==> config.mk <==
export PLATFORM = sky130hd
export DESIGN_NAME = neuron_mac_flat
export DESIGN_NICKNAME = d
export VERILOG_FILES = /design/src/rtl/nn_pkg.sv /design/src/rtl/neuron_mac_if.sv /design/src/rtl/neuron_mac_q_round_sat.sv /design/src/rtl/neuron_mac.sv /design/src/flat_wrapper.sv
export SDC_FILE = /design/constraint.sdc
export NUM_CORES = 1
export LEC_CHECK = 0
export ABC_AREA = 0
export CORE_MARGIN = 1.5
export CORE_UTILIZATION = 30
export DETAILED_ROUTE_END_ITERATION = 10
export HOLD_SLACK_MARGIN = 0.15
export PLACE_DENSITY_LB_ADDON = 0.15
export SLEW_MARGIN = 20
export SYNTH_ARGS = -nofsm -noshare
export SYNTH_HDL_FRONTEND = slang
export SYNTH_SLANG_ARGS = --single-unit
==> constraint.sdc <==
create_clock -name clk -period 5.1 [get_ports clk]
set_input_delay 0.51 -clock clk [delete_from_list [all_inputs] [get_ports clk]]
set_output_delay 0.51 -clock clk [all_outputs]
set_load 0.03 [all_outputs]
==> src/rtl/nn_pkg.sv <==
// Shared neural-network package: Q8.8 data format constants, the layer
// controller state encoding and the accumulator sizing helper.
package nn_pkg;

    localparam int DATA_W        = 16;
    localparam int DEF_FRAC_BITS = 8;

    localparam logic [DATA_W-1:0] Q_ONE = 16'h0100;
    localparam logic [DATA_W-1:0] Q_MAX = 16'h7FFF;
    localparam logic [DATA_W-1:0] Q_MIN = 16'h8000;

    typedef enum logic [1:0] {
        IDLE  = 2'd0,
        ACCUM = 2'd1,
        ROUND = 2'd2,
        DONE  = 2'd3
    } state_t;

    // Full-precision accumulator width: 32-bit product, headroom for n terms
    // plus the bias, and one extra sign bit so it can never overflow.
    function automatic int acc_width(input int n);
        return 32 + $clog2(n + 1) + 1;
    endfunction

endpackage

==> src/rtl/neuron_mac_if.sv <==
// Handshake and data bundle between a neuron_mac and its driver/consumer.
interface neuron_mac_if;
    import nn_pkg::*;

    logic                     start;
    logic signed [DATA_W-1:0] bias;
    logic                     in_valid;
    logic signed [DATA_W-1:0] in_data;
    logic signed [DATA_W-1:0] weight;
    logic                     in_ready;
    logic                     busy;
    logic signed [DATA_W-1:0] neuron;
    logic                     neuron_done;

    modport master (
        output start, bias, in_valid, in_data, weight,
        input  in_ready, busy, neuron, neuron_done
    );

    modport slave (
        input  start, bias, in_valid, in_data, weight,
        output in_ready, busy, neuron, neuron_done
    );

endinterface

==> src/rtl/neuron_mac_q_round_sat.sv <==
// Rounds a wide accumulator back to Q8.8 (half-LSB, toward +inf) and clamps it.
// Build option: define NEURON_MAC_SAT_EN to enable the saturating clamp;
// without it the result is the wrapped low 16 bits of the rounded value.
module q_round_sat
    import nn_pkg::*;
#(
    parameter int ACC_W     = 38,
    parameter int FRAC_BITS = DEF_FRAC_BITS
) (
    input  logic signed [ACC_W-1:0]  acc,
    output logic signed [DATA_W-1:0] q
);

    localparam int EXT_W = ACC_W + 1;
    localparam logic signed [EXT_W-1:0] HALF =
        {{(EXT_W-FRAC_BITS){1'b0}}, 1'b1, {(FRAC_BITS-1){1'b0}}};

    function automatic logic signed [EXT_W-1:0] round_shift(input logic signed [ACC_W-1:0] v);
        logic signed [EXT_W-1:0] e;
        e = {v[ACC_W-1], v};
        e = e + HALF;
        return e >>> FRAC_BITS;
    endfunction

    function automatic logic signed [DATA_W-1:0] sat_q(input logic signed [EXT_W-1:0] v);
`ifdef NEURON_MAC_SAT_EN
        logic signed [EXT_W-1:0] max_v;
        logic signed [EXT_W-1:0] min_v;
        max_v = {{(EXT_W-DATA_W){1'b0}}, Q_MAX};
        min_v = {{(EXT_W-DATA_W){1'b1}}, Q_MIN};
        if (v > max_v)
            return Q_MAX;
        else if (v < min_v)
            return Q_MIN;
        else
            return v[DATA_W-1:0];
`else
        return v[DATA_W-1:0];
`endif
    endfunction

    assign q = sat_q(round_shift(acc));

endmodule

==> src/rtl/neuron_mac.sv <==
// Serial multiply-accumulate neuron: bias load, N_INPUTS handshaked
// (activation, weight) products, then round/saturate to Q8.8 with a done pulse.
// Build option: NEURON_MAC_SAT_EN selects saturating vs wrapping output.
module neuron_mac
    import nn_pkg::*;
#(
    parameter int N_INPUTS  = 16,
    parameter int FRAC_BITS = DEF_FRAC_BITS
) (
    input logic          clk,
    input logic          rst,
    neuron_mac_if.slave  bus
);

    localparam int ACC_W = acc_width(N_INPUTS);
    localparam int CNT_W = (N_INPUTS > 1) ? $clog2(N_INPUTS) : 1;
    localparam logic [CNT_W-1:0] LAST = CNT_W'(N_INPUTS - 1);

    state_t                     state;
    logic signed [ACC_W-1:0]    acc_p0;
    logic [CNT_W-1:0]           cnt;
    logic                       in_ready_r;
    logic                       busy_r;
    logic signed [DATA_W-1:0]   neuron_p1;
    logic                       done_p1;

    logic signed [2*DATA_W-1:0] prod;
    logic signed [DATA_W-1:0]   q_rounded;

    assign prod = bus.in_data * bus.weight;

    q_round_sat #(
        .ACC_W     (ACC_W),
        .FRAC_BITS (FRAC_BITS)
    ) u_round (
        .acc (acc_p0),
        .q   (q_rounded)
    );

    // Controller and datapath: load bias, accumulate accepted pairs, register result.
    always_ff @(posedge clk or negedge rst) begin
        if (!rst) begin
            state      <= IDLE;
            acc_p0     <= '0;
            cnt        <= '0;
            in_ready_r <= 1'b0;
            busy_r     <= 1'b0;
            neuron_p1  <= '0;
            done_p1    <= 1'b0;
        end else begin
            done_p1 <= 1'b0;
            case (state)
                IDLE, DONE: begin
                    if (bus.start) begin
                        acc_p0     <= ACC_W'(bus.bias) <<< FRAC_BITS;
                        cnt        <= '0;
                        in_ready_r <= 1'b1;
                        busy_r     <= 1'b1;
                        state      <= ACCUM;
                    end else begin
                        state <= IDLE;
                    end
                end
                ACCUM: begin
                    if (bus.in_valid) begin
                        acc_p0 <= acc_p0 + ACC_W'(prod);
                        cnt    <= cnt + 1'b1;
                        if (cnt == LAST) begin
                            in_ready_r <= 1'b0;
                            state      <= ROUND;
                        end
                    end
                end
                ROUND: begin
                    neuron_p1 <= q_rounded;
                    done_p1   <= 1'b1;
                    busy_r    <= 1'b0;
                    state     <= DONE;
                end
                default: state <= IDLE;
            endcase
        end
    end

    assign bus.in_ready    = in_ready_r;
    assign bus.busy        = busy_r;
    assign bus.neuron      = neuron_p1;
    assign bus.neuron_done = done_p1;

endmodule

==> src/flat_wrapper.sv <==
// flat-port wrapper written by rule: the top's interface ports become plain ports
module neuron_mac_flat import nn_pkg::*;
#(
    parameter int N_INPUTS  = 16,
    parameter int FRAC_BITS = DEF_FRAC_BITS
)
  (clk, rst, bus_start, bus_bias, bus_in_valid, bus_in_data, bus_weight, bus_in_ready, bus_busy, bus_neuron, bus_neuron_done);
  neuron_mac_if bus_i ();
  input logic clk;
  input logic rst;
  input wire logic [$bits(bus_i.start)-1:0] bus_start;
  input wire logic [$bits(bus_i.bias)-1:0] bus_bias;
  input wire logic [$bits(bus_i.in_valid)-1:0] bus_in_valid;
  input wire logic [$bits(bus_i.in_data)-1:0] bus_in_data;
  input wire logic [$bits(bus_i.weight)-1:0] bus_weight;
  output wire logic [$bits(bus_i.in_ready)-1:0] bus_in_ready;
  output wire logic [$bits(bus_i.busy)-1:0] bus_busy;
  output wire logic [$bits(bus_i.neuron)-1:0] bus_neuron;
  output wire logic [$bits(bus_i.neuron_done)-1:0] bus_neuron_done;
  assign bus_i.start = bus_start;
  assign bus_i.bias = bus_bias;
  assign bus_i.in_valid = bus_in_valid;
  assign bus_i.in_data = bus_in_data;
  assign bus_i.weight = bus_weight;
  assign bus_in_ready = bus_i.in_ready;
  assign bus_busy = bus_i.busy;
  assign bus_neuron = bus_i.neuron;
  assign bus_neuron_done = bus_i.neuron_done;
  neuron_mac #(.N_INPUTS(N_INPUTS), .FRAC_BITS(FRAC_BITS)) u_core (.clk(clk), .rst(rst), .bus(bus_i));
endmodule
; ---- After elaboration in Yosys (flattened, before gate mapping)
; Cells that the tools add are included.
[op_classes]
order_cmp = 0
n_eq_ne = 7
addsub = 3
n_reduce_logical = 8
n_shift = 0
bitwise = 0
mul = 1
div_mod_pow = 0
n_mux = 16
[ops]
columns = cell, count
row1 = 38-bit two-way mux, 2
row2 = 38-bit case mux with 2 select lines, 1
row3 = 38-bit by 32-bit adder with 38-bit output, 1
row4 = 16-bit by 16-bit multiplier with 32-bit output, 1
row5 = "24-bit by 9-bit adder with 24-bit output, second input constant", 1
row6 = 4-bit two-way mux, 2
row7 = 4-bit case mux with 2 select lines, 1
row8 = 2-bit case mux with 3 select lines, 1
row9 = 1-bit two-way mux, 5
row10 = "4-bit by 1-bit adder with 4-bit output, second input constant", 1
row11 = "2-bit equality test, second input constant", 2
row12 = "4-bit equality test, second input constant", 1
row13 = 2-bit two-way mux, 2
row14 = "2-bit != test, second input constant", 2
row15 = 1-bit case mux with 2 select lines, 2
row16 = 2-bit AND reduction, 2
row17 = 4-bit AND reduction, 1
row18 = 2-bit nonzero test, 2
row19 = 3-bit AND reduction, 1
row20 = "2-bit by 1-bit equality test with 1-bit output, second input constant", 1
row21 = 2-bit zero test, 1
row22 = "2-bit by 1-bit != test with 1-bit output, second input constant", 1
row23 = 2-bit OR reduction, 1
[totals]
word_cells = 42
latchBits = 0
mem_bits_rw = 0
out_inout_bits = 19
in_bits = 52
romBits = 0
memories = 0
ff_bits = 63

; ---- Longest topological paths before layout
[depth]
ltp_word = 4
ltp_mapped = 23

; ---- Hierarchy
; A second synthesis with hierarchy kept.
[hier_totals]
hier_cells = 1542
hier_area_um2 = 14711.6
[by_module_without_submodules]
columns = mod, n_inst, seq_area_each_um2, area_per_inst_um2, cells_per_inst
row1 = neuron_mac, 1, 1576.5, 14333.7, 1498
row2 = q_round_sat, 1, 0.0, 377.9, 44

; ---- Worst setup path after synthesis
; Ideal clock, no wire load.
[synth_timing]
path_kind = input to register
start = input bus_weight[8]
end = register u_core.acc_p0[23]
path_stages = 23
arrival_ns = 5.818
required_time_ns = 4.969
setup_slack_ns = -0.848
cell_sequence = clkbuf_1 clkbuf_1 nand2_1 fa_1 inv_1 fa_1 inv_1 fa_1 inv_1 fa_1 fa_1 inv_1 fa_1 inv_1 ha_1 nand4_1 nor2_1 a211oi_1 o31ai_2 a221oi_4 o21ai_1 xnor2_1 o21ai_1
[synth_via]
elab_chain_len = 4
[synth_lines]
columns = element, line
row1 = from (decl), flat_wrapper.sv:15  ; input wire logic [$bits(bus_i.weight)-1:0] bus_weight;
row2 = 16-bit by 16-bit multiplier with 32-bit output, neuron_mac.sv:30  ; assign prod = bus.in_data * bus.weight;
row3 = 38-bit by 32-bit adder with 38-bit output, neuron_mac.sv:66  ; acc_p0 <= acc_p0 + ACC_W'(prod);
row4 = 38-bit two-way mux, neuron_mac.sv:65  ; if (bus.in_valid) begin
row5 = 38-bit case mux with 2 select lines, neuron_mac.sv:52  ; case (state)
row6 = to (signal assigned), neuron_mac.sv:55  ; acc_p0 <= ACC_W'(bus.bias) <<< FRAC_BITS;
row7 = to (signal assigned), neuron_mac.sv:66
row8 = to (decl), neuron_mac.sv:20  ; logic signed [ACC_W-1:0] acc_p0;
; No other way between the ends. The select of a mux whose other input is x is not followed.
; A chain may end at the register's enable or synchronous reset.

; ---- Final worst setup path
[layout_timing]
start = input bus_in_data[4]
end = register u_core.acc_p0[19]
[layout_via]
elab_chain_len = 4
[layout_lines]
columns = element, line
row1 = from (decl), flat_wrapper.sv:14  ; input wire logic [$bits(bus_i.in_data)-1:0] bus_in_data;
row2 = 16-bit by 16-bit multiplier with 32-bit output, neuron_mac.sv:30
row3 = 38-bit by 32-bit adder with 38-bit output, neuron_mac.sv:66
row4 = 38-bit two-way mux, neuron_mac.sv:65
row5 = 38-bit case mux with 2 select lines, neuron_mac.sv:52
; No other way between the ends. The select of a mux whose other input is x is not followed.

==> results by stage <==
Floorplanning:
- The core region is 0.0356 mm².
- The vertical die dimension is just under 200 µm.
- For this configuration, the core starts out at a cell density of 0.304.
- The floorplan step defined a die boundary enclosing about 0.037 mm².
- For this design the top-level I/O count stands at just over 70.
- The floorplan has around 70 rows.
- The die is 193 µm wide.

Synthesis:
- Summing every instance area after synthesis gives 0.0108 mm².
- After synthesis the netlist holds a flip-flop and latch count of 49.
- The instance count of the mapped netlist is 1,216.
- After synthesis, the share of flip-flops with an asynchronous set or reset is 1.00.
- The count of cell types in the netlist is 43.
- The post-synth net total is 1,562.
- Counting flops with a built-in enable in the synthesized netlist gives 0.
- Among all flip-flop cells after synthesis, the most frequent one is sky130_fd_sc_hd__dfrtp_1.
- The sequential fraction of the synthesis area is 0.113.
- The post-synthesis area per instance is 8.90 µm².
- Yosys printed 0 warnings.

GRT:
- The initial antenna violation count came to 0.
- The pin count of the biggest net entering global routing is 50.
- The total overflow left after global routing is 0.
- The number of global-route vias before repair is 9,021.
- The overall global routing resource usage is 0.166.
- The global-route wire length before repair is 48,400 µm.

Critical path:
- The critical path goes through clkbuf_4 > and2_4 > fa_2 > inv_2 > fa_2 > fa_1 > fa_1 > inv_2 > fa_1 > inv_2 > fa_2 > inv_2 > ha_4 > a21o_1 > a21o_1 > a211oi_2 > o31ai_4 > a221oi_4 > buf_4 > xor2_1 > o21ai_1.
- The worst path arrival time is 5.68 ns.
- The nature of the critical path startpoint is an input pin.
- The critical path start-end classification is in2reg.
- The critical-path cell with the highest stage delay is sky130_fd_sc_hd__fa_2.
- The worst setup path is captured at a flop.
- By instance count, the cell type seen most on the critical path is sky130_fd_sc_hd__inv_2.
- On the worst path, the slowest cell contributes a delay of around 0.57 ns.
- Along the worst path, the maximum fanout reaches 8.
- The number of buffers and inverters on the critical path is 6.
- The data required time at the worst endpoint is 5.25 ns.
- The family of cells with the greatest summed delay on the critical path is adder cells.
- The launching instance or port of the critical path is bus_in_data[4].
- The origin of the critical flop-to-flop path is u_core.acc_p0[11]$_DFFE_PN0P_.

Clocking:
- In this run, CTS created clock tree buffers numbering 5.
- The maximum buffer depth of the clock tree is 2.
- After clock tree synthesis, the flow added hold-fix buffers numbering 0.
- TritonCTS built the clock tree.
- The number of H-tree branching levels is 2.
- The root buffer cell is sky130_fd_sc_hd__clkbuf_16.
- Clock tree synthesis found a total of 49 sinks.
- The clock slew at the register clock pins of the worst setup and hold paths is ~0.070 ns.
- Clock latency on the worst-skew pair, taken at its later pin, is 0.29 ns.

Finish:
- Of the cells placed in the final design, the portion with a size suffix greater than 1 is 0.248.
- The number of fillers in the final layout is 3,613.
- The repair_antennas step left the layout with diodes totalling 0.
- The number of nets in the final layout is 1,760.
- The post-route non-filler standard cell count is 1,876.
- From synthesis to final layout, the design area changed by 30.2%.

STA:
- The minimum clock period is around 5.5 ns.
- The slack of the critical path is -0.434 ns.
- In the finished design, the share of the clock period the worst path needs comes to 1.09.
- The maximum clock rate is 0.181 GHz.
- The largest clock skew in the final design is 0.00402 ns.
- Setup repair after global routing could not meet its margin everywhere.
- For the pin with the worst max-slew slack, the measured transition is 0.703 ns.
- The worst max-slew margin expressed relative to the limit is 0.530.
- The total of endpoints with negative setup slack in the final report is 10.
- The max-slew violation count came to 0.
- The count of final hold-check violations is 0.

Flow run:
- The tool flagged a number of max-cap violations equal to 0.

Place:
- Buffers placed on the I/O ports in this run total 70.
- The HPWL after detailed placement is approximately 24,000 µm.
- The final weighted congestion of routability-driven global placement is 0.803.
- The cell total after placement is 1,833.

Route:
- After detailed routing, the number of remaining DRC violations is 0.
- The per-cell routed wire length is 15.2 µm.
- After detailed routing, the number of vias per cell comes to 4.28.
- In this run, the number of DRC markers left after iteration 0 of detailed routing was 310.
- The total detailed-routing wirelength is 28,500 µm.
- Before antenna repair, the detailed router went through 5 iterations.
- The final route contains 8,037 vias.
- The count of nets left with antenna violations once routing finished came out at 0.

Run status:
- The checks that failed: negative setup slack.
- The run finished, with violations left.

Min path:
- The type of the tightest min-delay check is in2async.
[metrics by stage]
step                TNS [ns]  instance area, µm²  hold WS [ns]  worst slack, ns  utilization
CTS                    -3.93               13900         0.340           -0.562        0.391
detailed placement    -15.87               13100         0.493            -1.34        0.369
global placement      -16.58               13100         0.460            -1.35        0.369
finish                 -3.17               14100         0.316           -0.434        0.396
floorplan              -2.72               11100         0.214           -0.512            -
global route           -5.22               14100         0.382           -0.636        0.396
[final timing paths]
kind / endpoint / slack, ns / cells after the start
worst max-delay path: u_core.acc_p0[19]$_DFFE_PN0P_ / -0.43 / 21
worst min-delay path: u_core.bus.neuron[14]$_DFFE_PN0P_ / 0.32 / 2
worst max register to register: u_core.acc_p0[19]$_DFFE_PN0P_ / 0.27 / 18
worst min register to register: u_core.acc_p0[0]$_DFFE_PN0P_ / 0.50 / 2
max in group asynchronous: u_core.bus.neuron_done$_DFF_PN0_ / 4.34 / 2
min in group clk: u_core.acc_p0[0]$_DFFE_PN0P_ / 0.50 / 2
[logic make-up (layout without fill, tap and decap cells)]
kind of cell | after synthesis | in the layout | share of synthesized area
xor gates and xnor gates | 58 | 58 | 0.0469
muxes | 5 | 5 | 0.00474
adders and majority gates | 294 | 294 | 0.485
DFF | 49 | 49 | 0.113
buffers and inverters | 374 | 573 | 0.130
and+or+nand+nor | 336 | 336 | 0.157
AOI/OAI and AO/OA | 100 | 100 | 0.0632
[worst reg2reg max path, stage by stage (launching register included)]
cell and delay, ns:
sky130_fd_sc_hd__dfrtp_1 0.48, sky130_fd_sc_hd__ha_1 0.33, sky130_fd_sc_hd__inv_1 0.05, sky130_fd_sc_hd__fa_1 0.50, sky130_fd_sc_hd__inv_1 0.06, sky130_fd_sc_hd__fa_1 0.46, sky130_fd_sc_hd__fa_1 0.56, sky130_fd_sc_hd__inv_2 0.04
sky130_fd_sc_hd__fa_2 0.55, sky130_fd_sc_hd__inv_2 0.06, sky130_fd_sc_hd__ha_4 0.15, sky130_fd_sc_hd__a21o_1 0.18, sky130_fd_sc_hd__a21o_1 0.18, sky130_fd_sc_hd__a211oi_2 0.28, sky130_fd_sc_hd__o31ai_4 0.13, sky130_fd_sc_hd__a221oi_4 0.31
sky130_fd_sc_hd__buf_4 0.17, sky130_fd_sc_hd__xor2_1 0.13, sky130_fd_sc_hd__o21ai_1 0.07
[routing by layer]
layer,share of wire,GRT usage,vias up
met4,0.0083,0.0254,0
met5,0,0,-
li1,-,-,3962
met2,0.45,0.263,102
met1,0.52,0.251,3961
met3,0.023,0.0124,12
[registers in the layout (all words and copies together), names as in the netlist]
name	flops
u_core.acc_p0	24
u_core.bus.neuron	16
u_core.cnt	4
u_core.state	2
u_core.bus.busy	1
u_core.bus.in_ready	1
u_core.bus.neuron_done	1
[repair_timing]
action | CTS | global route
resized for setup | 190 | 132
endpoints found under the setup margin | 15 | 15
setup buffers | 34 | 14
pin swaps | 118 | 71
cloned | 2 | 0
[placed cells by master, fill, tap and decap left out, types with 4 or more instances in the layout]
master                            Yosys  final
sky130_fd_sc_hd__ha_2                 0      7
sky130_fd_sc_hd__buf_6                0     33
sky130_fd_sc_hd__and3_1               4      4
sky130_fd_sc_hd__nand2_1            124    122
sky130_fd_sc_hd__clkbuf_16            0      5
sky130_fd_sc_hd__nand2b_1             6      5
sky130_fd_sc_hd__mux2i_1              4      4
sky130_fd_sc_hd__and2_1             128     92
sky130_fd_sc_hd__clkdlybuf4s50_1      0     37
sky130_fd_sc_hd__o21ai_1             15     13
sky130_fd_sc_hd__a21oi_1             25     22
sky130_fd_sc_hd__nor2_1              33     31
sky130_fd_sc_hd__o21ai_0             10      9
sky130_fd_sc_hd__xnor2_1             39     34
sky130_fd_sc_hd__dfrtp_1             49     49
sky130_fd_sc_hd__nand3_1             18     18
sky130_fd_sc_hd__buf_12               0      5
sky130_fd_sc_hd__buf_4                0    146
sky130_fd_sc_hd__and2_4               0     36
sky130_fd_sc_hd__ha_4                 0     17
sky130_fd_sc_hd__a22oi_1             14     14
sky130_fd_sc_hd__fa_1               209    196
sky130_fd_sc_hd__xnor2_2              0      4
sky130_fd_sc_hd__nor2b_1              5      5
sky130_fd_sc_hd__ha_1                85     61
sky130_fd_sc_hd__clkbuf_2             0      5
sky130_fd_sc_hd__inv_2                0     35
sky130_fd_sc_hd__buf_2                1      6
sky130_fd_sc_hd__fa_2                 0     13
sky130_fd_sc_hd__nand4_1              9      9
sky130_fd_sc_hd__inv_1              323    288
sky130_fd_sc_hd__xor2_1              19     18
sky130_fd_sc_hd__a21o_1              15     15
[cell type report]
class,instances,area (µm²),area share
repair buffers,242,2150,0.152
inverters,323,1210,0.0860
clock inverters,3,46.3,0.00328
multi-input cells,793,8760,0.622
clock buffers,5,125,0.00888
well taps,461,577,0.0409
flip-flops and latches,49,1230,0.0870
[synthesized netlist by cell type, drive strengths merged, types with 2 or more instances]
library cell	instances	area share
nand4	9	0.0052
ha	85	0.098
and3	4	0.0023
a21oi	25	0.012
nor2	33	0.011
a21o	15	0.010
dfrtp	49	0.11
nor3b	4	0.0028
o21ai	25	0.012
nand2	124	0.043
and2	128	0.074
a211oi	2	0.0014
mux2i	4	0.0037
nor2b	5	0.0029
xnor2	39	0.032
nand2b	6	0.0035
nand3	18	0.0083
a22oi	14	0.0097
fa	209	0.39
o31ai	3	0.0030
or2	2	0.0012
o311ai	2	0.0016
a221oi	3	0.0040
o21bai	3	0.0021
clkbuf	50	0.017
inv	323	0.11
xor2	19	0.015
Power is not shown: default switching activity piles up to over one toggle a cycle in this logic, so the estimate is an artifact.
